==> src/rtl/axis_pulse_gen_pkg.sv <==
// Shared types, default widths and the sample-encoding helper for the
// trapezoidal pulse-train generator.
package axis_pulse_gen_pkg;

   localparam int DEF_DAC_DATA_WIDTH   = 14;
   localparam int DEF_AXIS_TDATA_WIDTH = 32;
   localparam int DEF_CNTR_WIDTH       = 32;
   localparam int DEF_PCNT_WIDTH       = 16;

   typedef enum logic [2:0] {
      IDLE,
      RISE,
      FLAT,
      FALL,
      GAP
   } state_e;

   // Two's-complement sample from an unsigned magnitude, 64 bits wide so any
   // tdata width up to 64 is a plain truncation of the result.
   function automatic logic [63:0] signed_sample(input logic [62:0] mag, input logic neg);
      return neg ? (64'd0 - {1'b0, mag}) : {1'b0, mag};
   endfunction

endpackage

==> src/rtl/axis_pulse_gen_ramp.sv <==
// Saturating up/down step unit: holds the current magnitude and offers the
// next ramp value toward the limit (up) or toward zero (down).
module axis_pulse_gen_ramp #(
   parameter int MAG_WIDTH = 13
) (
   input  logic                 aclk,
   input  logic                 aresetn,
   input  logic [MAG_WIDTH-1:0] load_mag,
   input  logic [MAG_WIDTH-1:0] step,
   input  logic [MAG_WIDTH-1:0] limit,
   input  logic                 dir,
   input  logic                 load,
   input  logic                 adv,
   output logic [MAG_WIDTH-1:0] mag,
   output logic [MAG_WIDTH-1:0] nxt_mag,
   output logic                 at_limit,
   output logic                 at_zero
);

   // One extra bit so mag+step can never wrap before the clamp.
   logic [MAG_WIDTH:0] sum;

   always_comb begin
      sum = {1'b0, mag} + {1'b0, step};
      if (dir)
         nxt_mag = (sum >= {1'b0, limit}) ? limit : sum[MAG_WIDTH-1:0];
      else
         nxt_mag = (mag <= step) ? '0 : (mag - step);
   end

   assign at_limit = (mag >= limit);
   assign at_zero  = (mag == '0);

   // NOTE: registers use non-blocking assignment so every flop samples the
   // pre-edge values regardless of block ordering.
   always_ff @(posedge aclk) begin
      if (!aresetn)
         mag <= '0;
      else if (load)
         mag <= load_mag;
      else if (adv)
         mag <= nxt_mag;
   end

endmodule

==> src/rtl/axis_pulse_gen.sv <==
// Trapezoidal pulse-train generator with an AXI4-Stream master output;
// each accepted trigger emits a burst of rise/flat/fall/gap pulses.
module axis_pulse_gen
   import axis_pulse_gen_pkg::*;
#(
   parameter int DAC_DATA_WIDTH   = DEF_DAC_DATA_WIDTH,
   parameter int AXIS_TDATA_WIDTH = DEF_AXIS_TDATA_WIDTH,
   parameter int CNTR_WIDTH       = DEF_CNTR_WIDTH,
   parameter int PCNT_WIDTH       = DEF_PCNT_WIDTH
) (
   input  logic                        aclk,
   input  logic                        aresetn,
   input  logic [DAC_DATA_WIDTH-2:0]   cfg_amp,
   input  logic                        cfg_neg,
   input  logic [DAC_DATA_WIDTH-2:0]   cfg_step,
   input  logic [CNTR_WIDTH-1:0]       cfg_flat,
   input  logic [CNTR_WIDTH-1:0]       cfg_gap,
   input  logic [PCNT_WIDTH-1:0]       cfg_count,
   input  logic                        trig,
   input  logic                        stop,
   output logic                        busy,
   output logic [AXIS_TDATA_WIDTH-1:0] m_axis_tdata,
   output logic                        m_axis_tvalid,
   output logic                        m_axis_tlast,
   input  logic                        m_axis_tready
);

   localparam int AW = DAC_DATA_WIDTH - 1;

   state_e                      state_q, state_d;
   logic [AW-1:0]               amp_q, step_q, step_eff;
   logic                        neg_q;
   logic [CNTR_WIDTH-1:0]       flat_q, gap_q;
   // Flat and gap never overlap, so one phase counter serves both.
   logic [CNTR_WIDTH-1:0]       cnt_q, cnt_d;
   logic [PCNT_WIDTH-1:0]       pulses_q, pulses_d;
   logic [AXIS_TDATA_WIDTH-1:0] tdata_q, tdata_d;
   logic                        tlast_q, tlast_d;

   logic          hs, load_cfg, emit, clear, pulse_done, finish;
   logic          ramp_dir, ramp_adv, ramp_clr, neg_sel;
   logic [AW-1:0] limit_sel, step_sel, mag, nxt_mag, sample_mag;
   logic          at_limit, at_zero;

   assign hs       = m_axis_tvalid & m_axis_tready;
   assign step_eff = (cfg_step == '0) ? AW'(1) : cfg_step;

   // While idle the ramp looks straight at cfg_* so the first sample is ready
   // on the edge that accepts the trigger.
   assign limit_sel = (state_q == IDLE) ? cfg_amp  : amp_q;
   assign step_sel  = (state_q == IDLE) ? step_eff : step_q;
   assign neg_sel   = (state_q == IDLE) ? cfg_neg  : neg_q;

   axis_pulse_gen_ramp #(
      .MAG_WIDTH(AW)
   ) u_ramp (
      .aclk     (aclk),
      .aresetn  (aresetn),
      .load_mag ('0),
      .step     (step_sel),
      .limit    (limit_sel),
      .dir      (ramp_dir),
      .load     (ramp_clr),
      .adv      (ramp_adv),
      .mag      (mag),
      .nxt_mag  (nxt_mag),
      .at_limit (at_limit),
      .at_zero  (at_zero)
   );

   always_comb begin
      // NOTE: each signal written here gets a default first, so no path
      // through the case can leave it unassigned and infer a latch.
      state_d    = state_q;
      cnt_d      = cnt_q;
      pulses_d   = pulses_q;
      ramp_dir   = 1'b1;
      ramp_adv   = 1'b0;
      ramp_clr   = 1'b0;
      load_cfg   = 1'b0;
      emit       = 1'b0;
      clear      = 1'b0;
      pulse_done = 1'b0;
      finish     = 1'b0;

      unique case (state_q)
         IDLE: if (trig && !stop && (cfg_count != '0)) begin
            load_cfg = 1'b1;
            state_d  = RISE;
            pulses_d = cfg_count;
            ramp_adv = 1'b1;
            emit     = 1'b1;
         end
         RISE: if (hs) begin
            emit = 1'b1;
            if (!at_limit) begin
               ramp_adv = 1'b1;
            end else if (flat_q != '0) begin
               state_d = FLAT;
               cnt_d   = CNTR_WIDTH'(1);
            end else begin
               state_d  = FALL;
               ramp_dir = 1'b0;
               ramp_adv = 1'b1;
            end
         end
         FLAT: if (hs) begin
            emit = 1'b1;
            if (cnt_q == flat_q) begin
               state_d  = FALL;
               ramp_dir = 1'b0;
               ramp_adv = 1'b1;
            end else begin
               cnt_d = cnt_q + CNTR_WIDTH'(1);
            end
         end
         FALL: if (hs) begin
            emit = 1'b1;
            if (!at_zero) begin
               ramp_dir = 1'b0;
               ramp_adv = 1'b1;
            end else if (gap_q != '0) begin
               state_d = GAP;
               cnt_d   = CNTR_WIDTH'(1);
            end else begin
               pulse_done = 1'b1;
            end
         end
         GAP: if (hs) begin
            emit = 1'b1;
            if (cnt_q == gap_q) pulse_done = 1'b1;
            else                cnt_d = cnt_q + CNTR_WIDTH'(1);
         end
         default: state_d = IDLE;
      endcase

      if (pulse_done) begin
         if (pulses_q == PCNT_WIDTH'(1)) begin
            finish = 1'b1;
         end else begin
            state_d  = RISE;
            pulses_d = pulses_q - PCNT_WIDTH'(1);
            ramp_adv = 1'b1;
         end
      end

      // Abort drops tvalid immediately, even mid-sample.
      if (finish || (stop && (state_q != IDLE))) begin
         state_d  = IDLE;
         cnt_d    = '0;
         pulses_d = '0;
         ramp_adv = 1'b0;
         ramp_clr = 1'b1;
         emit     = 1'b0;
         clear    = 1'b1;
      end
   end

   // Kept apart from the control block so nxt_mag never feeds back into it.
   always_comb begin
      sample_mag = ramp_adv ? nxt_mag : mag;
      tdata_d    = tdata_q;
      tlast_d    = tlast_q;
      if (clear) begin
         tdata_d = '0;
         tlast_d = 1'b0;
      end else if (emit) begin
         tdata_d = AXIS_TDATA_WIDTH'(signed_sample(63'(sample_mag), neg_sel));
         tlast_d = (pulses_d == PCNT_WIDTH'(1)) &&
                   (((state_d == FALL) && (sample_mag == '0) && (gap_q == '0)) ||
                    ((state_d == GAP) && (cnt_d == gap_q)));
      end
   end

   always_ff @(posedge aclk) begin
      if (!aresetn) begin
         state_q  <= IDLE;
         cnt_q    <= '0;
         pulses_q <= '0;
         tdata_q  <= '0;
         tlast_q  <= 1'b0;
         amp_q    <= '0;
         step_q   <= '0;
         neg_q    <= 1'b0;
         flat_q   <= '0;
         gap_q    <= '0;
      end else begin
         state_q  <= state_d;
         cnt_q    <= cnt_d;
         pulses_q <= pulses_d;
         tdata_q  <= tdata_d;
         tlast_q  <= tlast_d;
         if (load_cfg) begin
            amp_q  <= cfg_amp;
            step_q <= step_eff;
            neg_q  <= cfg_neg;
            flat_q <= cfg_flat;
            gap_q  <= cfg_gap;
         end
      end
   end

   assign busy          = (state_q != IDLE);
   assign m_axis_tvalid = (state_q != IDLE);
   assign m_axis_tdata  = tdata_q;
   assign m_axis_tlast  = tlast_q;

endmodule

==> config.mk <==
export PLATFORM = sky130hd
export DESIGN_NAME = axis_pulse_gen
export DESIGN_NICKNAME = d
export VERILOG_FILES = /design/src/rtl/axis_pulse_gen_pkg.sv /design/src/rtl/axis_pulse_gen_ramp.sv /design/src/rtl/axis_pulse_gen.sv
export SDC_FILE = /design/constraint.sdc
export NUM_CORES = 1
export LEC_CHECK = 0
export CORE_AREA = 2 2 183 185
export DETAILED_ROUTE_END_ITERATION = 12
export DIE_AREA = 0 0 185 187
export GPL_TIMING_DRIVEN = 0
export PLACE_DENSITY = 0.7
export SETUP_SLACK_MARGIN = 0.15
export SLEW_MARGIN = 20
export SYNTH_ARGS = -nofsm -noshare
export SYNTH_HDL_FRONTEND = slang
export SYNTH_SLANG_ARGS = --single-unit
==> constraint.sdc <==
create_clock -name aclk -period 21.7 [get_ports aclk]
set_input_delay 2.17 -clock aclk [delete_from_list [all_inputs] [get_ports aclk]]
set_output_delay 2.17 -clock aclk [all_outputs]
set_load 0.05 [all_outputs]
==> run_results.csv <==
group,metric,value,unit
run_status,status,"completed",
final_layout,final_common_cell,"nand2_1",
setup_path,cp-startpoint,"state_q[0]$_SDFF_PN0_",
route,routedWlPerCell,23.6,um
route,dr.pass1.iters,6,
global_route,overflow,0,
route,totalWireLength,56700,um
final_layout,final_util,0.470,
power_and_ir_drop,p_per_area,70.4,mW/mm2
setup_path,cp-end-kind,"flip-flop",
timing,drv_slew,0,
cts,cts_resized,0,
final_layout,final_cell_mix,"316 x nand2_1, 178 x a21oi_1, 170 x dfxtp_1",
yosys,synth_compound_area_frac,0.230,
yosys,synth-xor-area-share,0.0661,
placed_design,dp_cells,2367,
setup_path,r2r_slack,12.24,ns
yosys,syn_area,0.0129,mm2
power_and_ir_drop,vdd_drop_max,0.0586,mV
yosys,synth_cell_types,94,
route,postRouteAntennaNets,0,
cts,hold_buffers,0,
setup_path,arrival,9.84,ns
final_layout,synthToLayoutAreaGrowth,20.2,%
timing,max_slew_margin,0.219,
final_layout,nNetsFinal,2111,
global_route,grt_pass1_vias,13686,
global_route,grt_max_degree,21,
cts,cts-root-buf,"clkbuf_16",
power_and_ir_drop,total_power,1.09,mW
setup_path,cp_common_cell,"nand2_1",
cts,cts_num_sinks,170,
yosys,synth_cells,1774,
setup_path,crit_slowest_cell,"clkbuf_1",
timing,setup_violations,0,
die,die_w,185,um
timing,clock_skew,0.0130,ns
yosys,synth_simple_gate_area_frac,0.282,
die,die_area,0.0346,mm2
final_layout,instances_no_fill,2399,
timing,fmax,0.106,GHz
yosys,syn-num-nets,1947,
cts,post_cts_buffers,0,
setup_path,startpoint_type,"flip-flop",
yosys,synth_edf_count,0,
setup_path,critPathCapture,"m_axis_tlast$_SDFFE_PP0P_",
final_layout,antenna_cells,0,
hold_path,min_path_type,"reg2reg",
flow_run,cap_viol_max_count,0,
global_route,grt_pass1_wl,84300,um
final_layout,n_fill_cell,3425,
power_and_ir_drop,leakagePower,6.01,nW
setup_path,r2r_start,"state_q[0]$_SDFF_PN0_",
yosys,synth_top_family_by_area,"simple AND/OR/NAND/NOR gates",
route,drtIter0Drc,1294,
cts,clk_latency,0.47,ns
setup_path,critical_path_class,"reg2reg",
yosys,yosys.area.top_type,"dfxtp_1",
final_layout,drive_gt1_frac,0.0682,
cts,cts_buffers,17,
setup_path,crit_fanout,10,
placed_design,place_hpwl,44500,um
cts,clk_path_buf_depth,2,
global_route,antenna_found_initial,0,
yosys,ys_top_cells_by_area,"dfxtp_1 26%, nand2_1 9.2%, a21oi_1 6.9%",
route,drc,0,
yosys,synth_seq_cells,170,
cts,cts_tree,"built",
die,num_rows,67,
timing,final-hold-violation-count,0,
yosys,postSynth.asyncResetShare,0,
placed_design,gp_congestion,1.00,
yosys,synthMuxAreaShare,0.0263,
placed_design,io_buffers,145,
setup_path,reg2reg_to,"m_axis_tlast$_SDFFE_PP0P_",
yosys,syn_avg_cell_area,7.25,um2
yosys,synth_flop_cell,"dfxtp_1",
timing,tightestPinTransition,1.17,ns
timing,final.setup.tns,0,ns
route,vias_per_cell,5.96,
route,vias,14308,
yosys,yosys_warnings,0,
cts,cts_max_level,4,
setup_path,critical-path-max-stage-delay,0.79,ns
die,core_area,0.0329,mm2
die,start_util,0.391,
die,ios,147,
global_route,grt_usage,0.326,
setup_path,required,22.08,ns
setup_path,reg2reg_depth,33,
timing,finalCriticalPeriod,9.46,ns
timing,fin_crit_sh,0.436,
yosys,yosysSeqAreaShare,0.265,
die,die_h,187,um
yosys,synth_fa_ha_area_frac,0.0605,
timing,rsz0062_at_grt,"no",
cts,cts.clk_slew.worst_paths,0.08,ns
yosys,netlist.area_leader.share,0.265,
## registers in the layout (all words and copies together), names as in the netlist
name and cells:
pulses_q 16, u_ramp.mag 13, m_axis_tdata 14, m_axis_tlast 1, neg_q 1, cnt_q 32, state_q 3, step_q 13
amp_q 13, flat_q 32, gap_q 32
## worst min path at each step
stage | from | endpoint | depth (start not counted)
detailed placement | amp_q[11]$_SDFFE_PN0P_ | amp_q[11]$_SDFFE_PN0P_ | 2
finish | amp_q[11]$_SDFFE_PN0P_ | amp_q[11]$_SDFFE_PN0P_ | 2
global route | step_q[9]$_SDFFE_PN0P_ | step_q[9]$_SDFFE_PN0P_ | 2
CTS | amp_q[11]$_SDFFE_PN0P_ | amp_q[11]$_SDFFE_PN0P_ | 2
global placement | amp_q[9]$_SDFFE_PN0P_ | amp_q[9]$_SDFFE_PN0P_ | 2
floorplan | amp_q[0]$_SDFFE_PN0P_ | amp_q[0]$_SDFFE_PN0P_ | 2
## worst max-delay path, delay by kind of cell, from the launching register on
family                   cells  cell delay, ns
adder cells (fa/ha/maj)      3            0.81
flip-flops                   1            0.32
multiplexers                 1            0.30
buffers and inverters        8            2.75
AND/OR/NAND/NOR             10            2.87
AO/OA/AOI/OAI               11            2.31
## stage by stage
stage                     worst slack [ns]  area (um2)  hold WS [ns]
after detailed placement             11.88       14900         0.447
after CTS                            12.34       15500         0.458
after floorplan                      13.82       12900         0.436
after global placement               11.87       14900         0.442
after global routing                 11.58       15500         0.474
final                                12.24       15500         0.457
## kinds of logic after synthesis
group,count (synthesis)
AO/OA/AOI/OAI,458
XOR/XNOR,97
adder cells (fa/ha/maj),61
buffers and inverters,200
flip-flops,170
multiplexers,33
AND/OR/NAND/NOR,755
## Yosys cell counts (all sizes together) (7+ instances only)
master   instances
nor4            62
a21o            12
a2111oi          8
buf             69
or4             11
xnor2           56
a211oi          21
a211o            8
and3            15
nor2b           12
clkbuf          74
inv             56
o21ai           64
ha              59
nand4           35
nor2           135
nor3            49
nand2          318
dfxtp          170
or2              7
xor2            41
o22ai           15
mux2i           27
o21a            13
or3             15
o211ai          13
a311oi           7
nand3           35
nand2b          12
o31ai           15
a31oi           24
o21bai          10
a21oi          178
and2            20
## metal layers
layer,up-vias,global-route usage,share of wire
met5,-,0,0
met4,0,0.165,0.053
met3,149,0.0510,0.064
met2,659,0.537,0.47
met1,6820,0.410,0.41
li1,6680,-,-
## where the power goes
group	internal, mW	leakage, nW	switching (mW)	total (mW)
Clock	0.154	0.284	0.159	0.313
Sequential	0.330	1.38	0.0258	0.355
Combinational	0.159	4.34	0.260	0.420
Total	0.643	6.01	0.445	1.09
## layout make-up
class | instances | area (um2) | area share
Inverter | 57 | 214 | 0.0138
Tap cell | 448 | 561 | 0.0363
Clock inverter | 15 | 154 | 0.00996
Clock buffer | 17 | 425 | 0.0275
Timing Repair Buffer | 145 | 1450 | 0.0939
Multi-Input combinational cell | 1404 | 8550 | 0.553
Sequential cell | 170 | 3400 | 0.220
Buffer | 143 | 692 | 0.0448
No activity file was read; power rests on OpenSTA's default activity.
